--- src/rtl/fifo_arb_pkg.sv ---
// fifo_arb_pkg: arbiter state enum, default parameters and modular index helper
package fifo_arb_pkg;
  typedef enum logic {IDLE, GRANT} state_t;
  localparam int DEF_NUM_REQ = 4;
  localparam int DEF_DATA_WIDTH = 6;
  localparam int DEF_MAX_BURST = 4;
  function automatic int wrap_idx(input int a, input int n);
    return a >= n ? a - n : a;
  endfunction
endpackage

--- src/rtl/fifo_wr_arbiter_rr_pick.sv ---
// rr_pick: combinational round-robin picker (valid, ptr -> any, idx of first valid from ptr upward, wrapping)
module rr_pick
  import fifo_arb_pkg::*;
#(
  parameter int N = DEF_NUM_REQ,
  localparam int IW = $clog2(N)
) (
  input  logic [N-1:0]  valid,
  input  logic [IW-1:0] ptr,
  output logic          any,
  output logic [IW-1:0] idx
);
  always_comb begin
    any = |valid;
    idx = '0;
    for (int k = N - 1; k >= 0; k--)
      if (valid[wrap_idx(int'(ptr) + k, N)]) idx = IW'(wrap_idx(int'(ptr) + k, N));
  end
endmodule

--- src/rtl/fifo_wr_arbiter.sv ---
// fifo_wr_arbiter: round-robin burst arbiter of NUM_REQ valid/ready writers onto one FIFO write port (clk, rst_n, req_*, fifo_*, grant_id, busy)
module fifo_wr_arbiter
  import fifo_arb_pkg::*;
#(
  parameter int NUM_REQ = DEF_NUM_REQ,
  parameter int DATA_WIDTH = DEF_DATA_WIDTH,
  parameter int MAX_BURST = DEF_MAX_BURST,
  localparam int IW = $clog2(NUM_REQ),
  localparam int BW = $clog2(MAX_BURST + 1)
) (
  input  logic                          clk,
  input  logic                          rst_n,
  input  logic [NUM_REQ-1:0]            req_valid,
  input  logic [NUM_REQ*DATA_WIDTH-1:0] req_data,
  output logic [NUM_REQ-1:0]            req_ready,
  input  logic                          fifo_full,
  output logic                          fifo_wr_en,
  output logic [DATA_WIDTH-1:0]         fifo_data_in,
  output logic [IW-1:0]                 grant_id,
  output logic                          busy
);
  state_t state;
  logic [IW-1:0] owner, rr_ptr, rr_nxt, pick;
  logic [BW-1:0] burst_cnt;
  logic grant, own_valid, xfer, rel, any;
  assign grant = state == GRANT;
  assign own_valid = req_valid[owner];
  assign xfer = grant && own_valid && !fifo_full;
  assign rel = grant && (!own_valid || (xfer && burst_cnt == BW'(MAX_BURST - 1)));
  assign rr_nxt = owner == IW'(NUM_REQ - 1) ? '0 : owner + IW'(1);
  rr_pick #(.N(NUM_REQ)) u_pick (
    .valid(req_valid),
    .ptr  (rel ? rr_nxt : rr_ptr),
    .any  (any),
    .idx  (pick)
  );
  always_comb begin
    req_ready = '0;
    req_ready[owner] = grant && !fifo_full;
  end
  assign fifo_wr_en = xfer;
  assign fifo_data_in = grant ? req_data[owner*DATA_WIDTH +: DATA_WIDTH] : '0;
  assign grant_id = owner;
  assign busy = grant;
  always_ff @(posedge clk or negedge rst_n)
    if (!rst_n) begin
      state <= IDLE;
      owner <= '0;
      rr_ptr <= '0;
      burst_cnt <= '0;
    end else if (!grant || rel) begin
      if (rel) rr_ptr <= rr_nxt;
      state <= any ? GRANT : IDLE;
      if (any) owner <= pick;
      burst_cnt <= '0;
    end else if (xfer) begin
      burst_cnt <= burst_cnt + BW'(1);
    end
endmodule

--- config.mk ---
export PLATFORM = sky130hd
export DESIGN_NAME = fifo_wr_arbiter
export DESIGN_NICKNAME = d
export VERILOG_FILES = /design/src/rtl/fifo_arb_pkg.sv /design/src/rtl/fifo_wr_arbiter_rr_pick.sv /design/src/rtl/fifo_wr_arbiter.sv
export SDC_FILE = /design/constraint.sdc
export NUM_CORES = 1
export LEC_CHECK = 0
export BUFFER_PORTS_ARGS = -buffer_cell sky130_fd_sc_hd__buf_2
export CAP_MARGIN = 20
export CORE_MARGIN = 2
export CORE_UTILIZATION = 40
export DETAILED_ROUTE_END_ITERATION = 8
export GPL_TIMING_DRIVEN = 0
export PLACE_DENSITY = 0.71
export RECOVER_POWER = 100
export SYNTH_ARGS = -nofsm -noshare
export SYNTH_HDL_FRONTEND = slang
export SYNTH_HIERARCHICAL = 1
export SYNTH_SLANG_ARGS = --single-unit
--- constraint.sdc ---
create_clock -name clk -period 6.56 [get_ports clk]
set_input_delay 0.656 -clock clk [delete_from_list [all_inputs] [get_ports clk]]
set_output_delay 0.656 -clock clk [all_outputs]
set_load 0.005 [all_outputs]
# Word level (Yosys, flattened, before mapping)
# Cells that the tools add are included.
# word_totals
reg_bits	8
input_bits	31
out_inout_bits	14
word_cells	72
# op_classes
n_addsub	9
multipliers	1
magnitude_cmp	10
n_eq_ne	2
n_shift	1
mux	30
bitwise	1
reduce_logical	14
# ops
op	count
$lt A32 B4 Y1 const B	4
$mux W32	4
$ge A32 B4 Y1 const B	3
$sub A32 B4 Y32 const B	3
$shiftx A24 B6 Y6	1
$mux W2	6
$mux W1	11
$bmux W1 S2	5
$add A2 B2 Y3 const B	2
$logic_and A1 B1 Y1	6
$mux W3	2
$mux W6	1
$and A4 B4 Y4	1
$mul A2 B2 Y4 const B	1
$reduce_or A4 Y1	1
$sub A2 B3 Y4 const B	1
$add A2 B1 Y3 const B	1
$add A3 B1 Y3 const B	1
$eq A3 B2 Y1 const B	1
$ge A2 B3 Y1 const B	1
$logic_not A1 Y1	3
$lt A2 B3 Y1 const B	1
$add A2 B1 Y2 const B	1
$demux W1 S2	1
5 further kinds	6

# Longest topological paths before layout
# logic_depth
depth_word	18
depth_mapped	9
ltp_nobuf	9

# By module
# The synthesis kept the hierarchy.
# modules_own_cells
module	n_inst	cells_each	area_each_um2	seq_area_each_um2
fifo_wr_arbiter	1	66	775.7	200.2
rr_pick	1	13	77.6	0.0

# Least setup slack after synthesis
# Ideal clock, no wire load.
# synth_path
kind	input to register
startpoint	input req_valid[3]
endpoint	register owner[0], in the netlist grant_id[0]
setup_ps	125
t_arrival_ps	2319
required_time_ps	6435
path_slack_ps	4116
path_stages	7
n_path_buf	0
path_cell_list	mux4_2 -> a21boi_4 -> mux2_4 -> nand2b_1 -> a21oi_1 -> a211oi_2 -> mux2_4
# synth_via
elab_chain_len	18
word_cells_on_any_way	43
cone_classes	add/sub (7); order compare (4); mux (23); reduce/logical (9)
# synth_lines
item	line_no	rtl
start, declared	fifo_wr_arbiter.sv:13	input logic [NUM_REQ-1:0] req_valid,
$bmux W1 S2	fifo_wr_arbiter.sv:27	assign own_valid = req_valid[owner];
$mux W1 (implied by the code)	fifo_wr_arbiter.sv:27	
$logic_and A1 B1 Y1 (2 in a row)	fifo_wr_arbiter.sv:28	assign xfer = grant && own_valid && !fifo_full;
$logic_and A1 B1 Y1	fifo_wr_arbiter.sv:29	assign rel = grant && (!own_valid || (xfer && burst_cnt == BW'(MAX_BURST - 1)));
$logic_or A1 B1 Y1	fifo_wr_arbiter.sv:29	
$logic_and A1 B1 Y1	fifo_wr_arbiter.sv:29	
$mux W2	-	
$add A2 B2 Y3	fifo_wr_arbiter_rr_pick.sv:17	if (valid[wrap_idx(int'(ptr) + k, N)]) idx = IW'(wrap_idx(int'(ptr) + k, N));
$sub A32 B4 Y32 or $ge A32 B4 Y1 (tied branches)	fifo_arb_pkg.sv:8	return a >= n ? a - n : a;
$mux W32	fifo_arb_pkg.sv:8	
$bmux W1 S2	fifo_wr_arbiter_rr_pick.sv:17	
$mux W1 (implied by the code) (2 in a row)	fifo_wr_arbiter_rr_pick.sv:17	
$mux W2 (3 in a row)	fifo_wr_arbiter_rr_pick.sv:17	
$mux W2 *	fifo_wr_arbiter_rr_pick.sv:17	
named net pick[0]	fifo_wr_arbiter.sv:23	logic [IW-1:0] owner, rr_ptr, rr_nxt, pick;
end signal, assigned	fifo_wr_arbiter.sv:54	if (any) owner <= pick;
end, declared	fifo_wr_arbiter.sv:23	
# The timed path passes the listed nets; every way through them passes the cells marked *. The select of a mux whose other input is x is not followed.
# A chain may end at the register's enable or synchronous reset.

# Final worst setup path
# layout_path
startpoint	register owner[0], in the netlist grant_id[0]
endpoint	register owner[0], in the netlist grant_id[0]
# layout_via
elab_chain_len	18
word_cells_on_any_way	45
cone_classes	add/sub (8); order compare (4); eq/ne (1); mux (24); reduce/logical (8)
# layout_lines
item	line_no
$bmux W1 S2	fifo_wr_arbiter.sv:27
$mux W1 (implied by the code)	fifo_wr_arbiter.sv:27
$logic_and A1 B1 Y1 (2 in a row)	fifo_wr_arbiter.sv:28
$logic_and A1 B1 Y1	fifo_wr_arbiter.sv:29
$logic_or A1 B1 Y1	fifo_wr_arbiter.sv:29
$logic_and A1 B1 Y1	fifo_wr_arbiter.sv:29
$mux W2 *	-
$add A2 B2 Y3	fifo_wr_arbiter_rr_pick.sv:17
$sub A32 B4 Y32 or $ge A32 B4 Y1 (tied branches)	fifo_arb_pkg.sv:8
$mux W32	fifo_arb_pkg.sv:8
$bmux W1 S2	fifo_wr_arbiter_rr_pick.sv:17
$mux W1 (implied by the code) (2 in a row)	fifo_wr_arbiter_rr_pick.sv:17
$mux W2 (3 in a row)	fifo_wr_arbiter_rr_pick.sv:17
$mux W2 *	fifo_wr_arbiter_rr_pick.sv:17
named net pick[0]	fifo_wr_arbiter.sv:23
# Marked as above.

==> qor.csv <==
metric,value,unit
number of rows created at floorplan,16,
number of input and output port buffers inserted,43,
number of vias per cell,4.97,
data required time of the critical path,6.69,ns
most numerous cell in the Yosys netlist,and2_1,
Max transition margin,62.0,%
routability congestion estimate from global placement,0.682,
leakage component of the power,0.000533,uW
flop and latch count out of synthesis,8,
Net Sw Frac,39.4,%
RSZ-0062 raised after global routing,no,
Placeable Area,1980,um^2
largest net degree at the start of global routing,11,
compound-gate portion of the synthesized area,12.0,%
cells along the critical path,"clkbuf_1, mux4_2, a21boi_0, mux2_1, nand2b_1, a21oi_1, a211oi_2, mux2_4",
layer with the highest usage,met2,
initial antenna violation count,0,
wire length of the first global-routing pass,3.39,mm
sum of net half-perimeters after detailed placement,1.61,mm
Setup CP Type,register to register,
area share of fa/ha/maj cells after synthesis,8.80,%
Worst Clk Skew,0.00311,ns
switching power summed over all nets,157,uW
gr ovfl total,0,
cell at the root of the clock tree,clkbuf_4,
clock insertion delay at the later pin of the skew report,0.25,ns
Boundary Pins,45,
vias in the first global route,808,
Max clock buf depth,2,
number of fillers in the final layout,186,
clock-pin slew on the worst setup and hold paths,0.05,ns
GR Util All Layers,17.6,%
fin worst setup slack,3.33,ns
largest family of logic cells by synthesized area,multiplexers,
detailed-router iteration count before antenna repair,4,
detailed-route DRC error count,0,
iteration-0 DRC count of the detailed router,5,
share of the yosys chip area belonging to registers,23.5,%
Clock power frac,9.1,%
list of most frequent post-synthesis cells,"10 x and2_1, 8 x dfrtp_1, 8 x nor2_1",
synthesized netlist net count,116,
met1 usage in global routing,19.5,%
xor and xnor area share after synthesis,0,%
final wirelength,1.90,mm
combinational cell fraction of total power,70.3,%
Simple-Gate Fraction of Synth Area,20.2,%
cells taking the most area after synthesis,"dfrtp_1 23%, mux4_1 18%, ha_1 8.8%",
number of clock sinks,8,
Worst EP arrival,3.36,ns
setup violators final,0,
overall power after layout,397,uW
count of hold-fix buffers inserted at cts,0,
Die Wd,50.2,um
Setup TNS,0,ns
number of gates given a new drive strength after cts,0,
max-capacitance violation count,0,
number of distinct library cells after synthesis,27,
setup bufs post-CTS,0,
TritonCTS clock tree,built,
cell area after synthesis,853,um^2
"worst slack, placed",3.88,ns
Final #Nets,164,
number of flops mapped to enable cells by yosys,0,
met2 track utilization from global routing,32.7,%
share of synthesized registers carrying an async set or reset,100,%
met3 global-route usage,4.17,%
share of layout cells above drive strength 1,36.8,%
maximum vdd drop,215,uV
minimum clock period,3.23,ns
remaining antenna violation count,0,
via count of the routed design,755,
cell internal pwr,240,uW
cell area power density,364,nW/um^2
final-layout worst hold slack,0.321,ns
average footprint of a synthesized cell,10.8,um^2
post-route fraction of the period consumed by the critical path,49.3,%
Die H,50.2,um
cell type with the highest aggregate area in the netlist,dfrtp_1,
maximum clock frequency,0.309,GHz
post-synthesis mux area share,30.5,%
share of Yosys cell area claimed by the top area cell type,23.5,%
count of endpoints failing hold in the final timing report,0,
Initial Utilization,43.1,%
critical path's largest stage delay,0.65,ns
P&R area growth vs syn,27.9,%
CTS H-tree lvls,1,
status,"finished, final reports clean",
TritonCTS buffer count,3,
part of the power in registers,20.6,%
count of pins over their slew limit,0,
wire per inst,12.5,um
Synth Flop Type,dfrtp_1,
warnings from Yosys,6,
transition time at the pin with the least slew margin,0.565,ns
die area,2520,um^2
cells after synthesis,79,
Hold Crit Class,input pin to async pin,
startpoint class of the critical path,register,
sort of element at the end of the critical path,register,
biggest fanout along the worst timing path,10,
diodes inserted,0,
slowest cell on the critical path,mux4_2,
## worst max-delay path, delay by kind of cell, from the launching register on
kind	cells	cell delay, ns
multiplexers	3	1.36
AO/OA/AOI/OAI	3	0.72
flip-flops	1	0.40
AND/OR/NAND/NOR	1	0.17
buffers and inverters	1	0.47
## layer usage
layer / share of wire (%) / wire (um) / vias to the layer above
li1: - / - / 380
met1: 42 / 790 / 362
met2: 55 / 1050 / 13
met3: 3.3 / 63 / 0
met4: 0 / 0 / 0
met5: 0 / 0 / -
## cell usage in the layout, fill, tap and decap left out, drive strengths merged, types with 2 or more instances in the layout
master / synthesis / layout
a211oi: 2 / 2
a21oi: 4 / 4
and2: 11 / 11
buf: 2 / 35
clkbuf: 2 / 15
dfrtp: 8 / 8
ha: 6 / 6
inv: 5 / 5
mux2: 4 / 4
mux2i: 2 / 2
mux4: 7 / 7
nand2: 3 / 3
nand2b: 2 / 2
nor2: 8 / 8
nor2b: 2 / 2
nor3: 2 / 2
nor3b: 2 / 2
o21ai: 3 / 3
## area by class of cell
cell class	instances	area (um^2)	area share, %
flip-flops and latches	8	200	18.3
multi-input cells	62	596	54.6
inverters	5	18.8	1.72
well taps	27	33.8	3.10
repair buffers	43	204	18.7
clock buffers	3	22.5	2.06
plain buffers	4	16.3	1.49
## power by group through the flow
| stage | Sequential [uW] | Combinational [uW] | Clock (uW) |
|---|---|---|---|
| 2_1_floorplan | 81.1 | 225 | 0 |
| 3_3_place_gp | 81.2 | 294 | 0 |
| 3_5_place_dp | 83.4 | 305 | 0 |
| 4_1_cts | 82.6 | 308 | 38.1 |
| 5_1_grt | 85.1 | 315 | 40.0 |
| 6_report | 82.0 | 279 | 36.0 |
## metrics by stage
step | cell area [um^2] | cells | utilization (%)
floorplan | 853 | 79 | -
global placement | 1100 | 149 | 55.6
detailed placement | 1100 | 149 | 55.6
CTS | 1120 | 152 | 56.8
global route | 1090 | 152 | 55.1
finish | 1090 | 152 | 55.1
## kinds of logic after synthesis
kind of cell	count (synthesis)
and+or+nand+nor	31
DFF	8
muxes	13
AOI/OAI and AO/OA	12
adders and majority gates	6
buffers and inverters	9
## registers in the layout, indices dropped and copies added (netlist names)
register   cells
rr_ptr         2
grant_id       2
burst_cnt      3
busy           1
## worst paths after layout
path,start,end,slack (ns),cells past startpoint
max in group asynchronous,rst_n,burst_cnt[0],5.93,1
min reg2reg,rr_ptr[1],rr_ptr[1],0.51,1
max reg2reg,grant_id[0],grant_id[0],3.33,8
max,grant_id[0],grant_id[0],3.33,8
min in group clk,rr_ptr[1],rr_ptr[1],0.51,1
min,rst_n,rr_ptr[0],0.32,1
(Power assumes the default switching activity.)
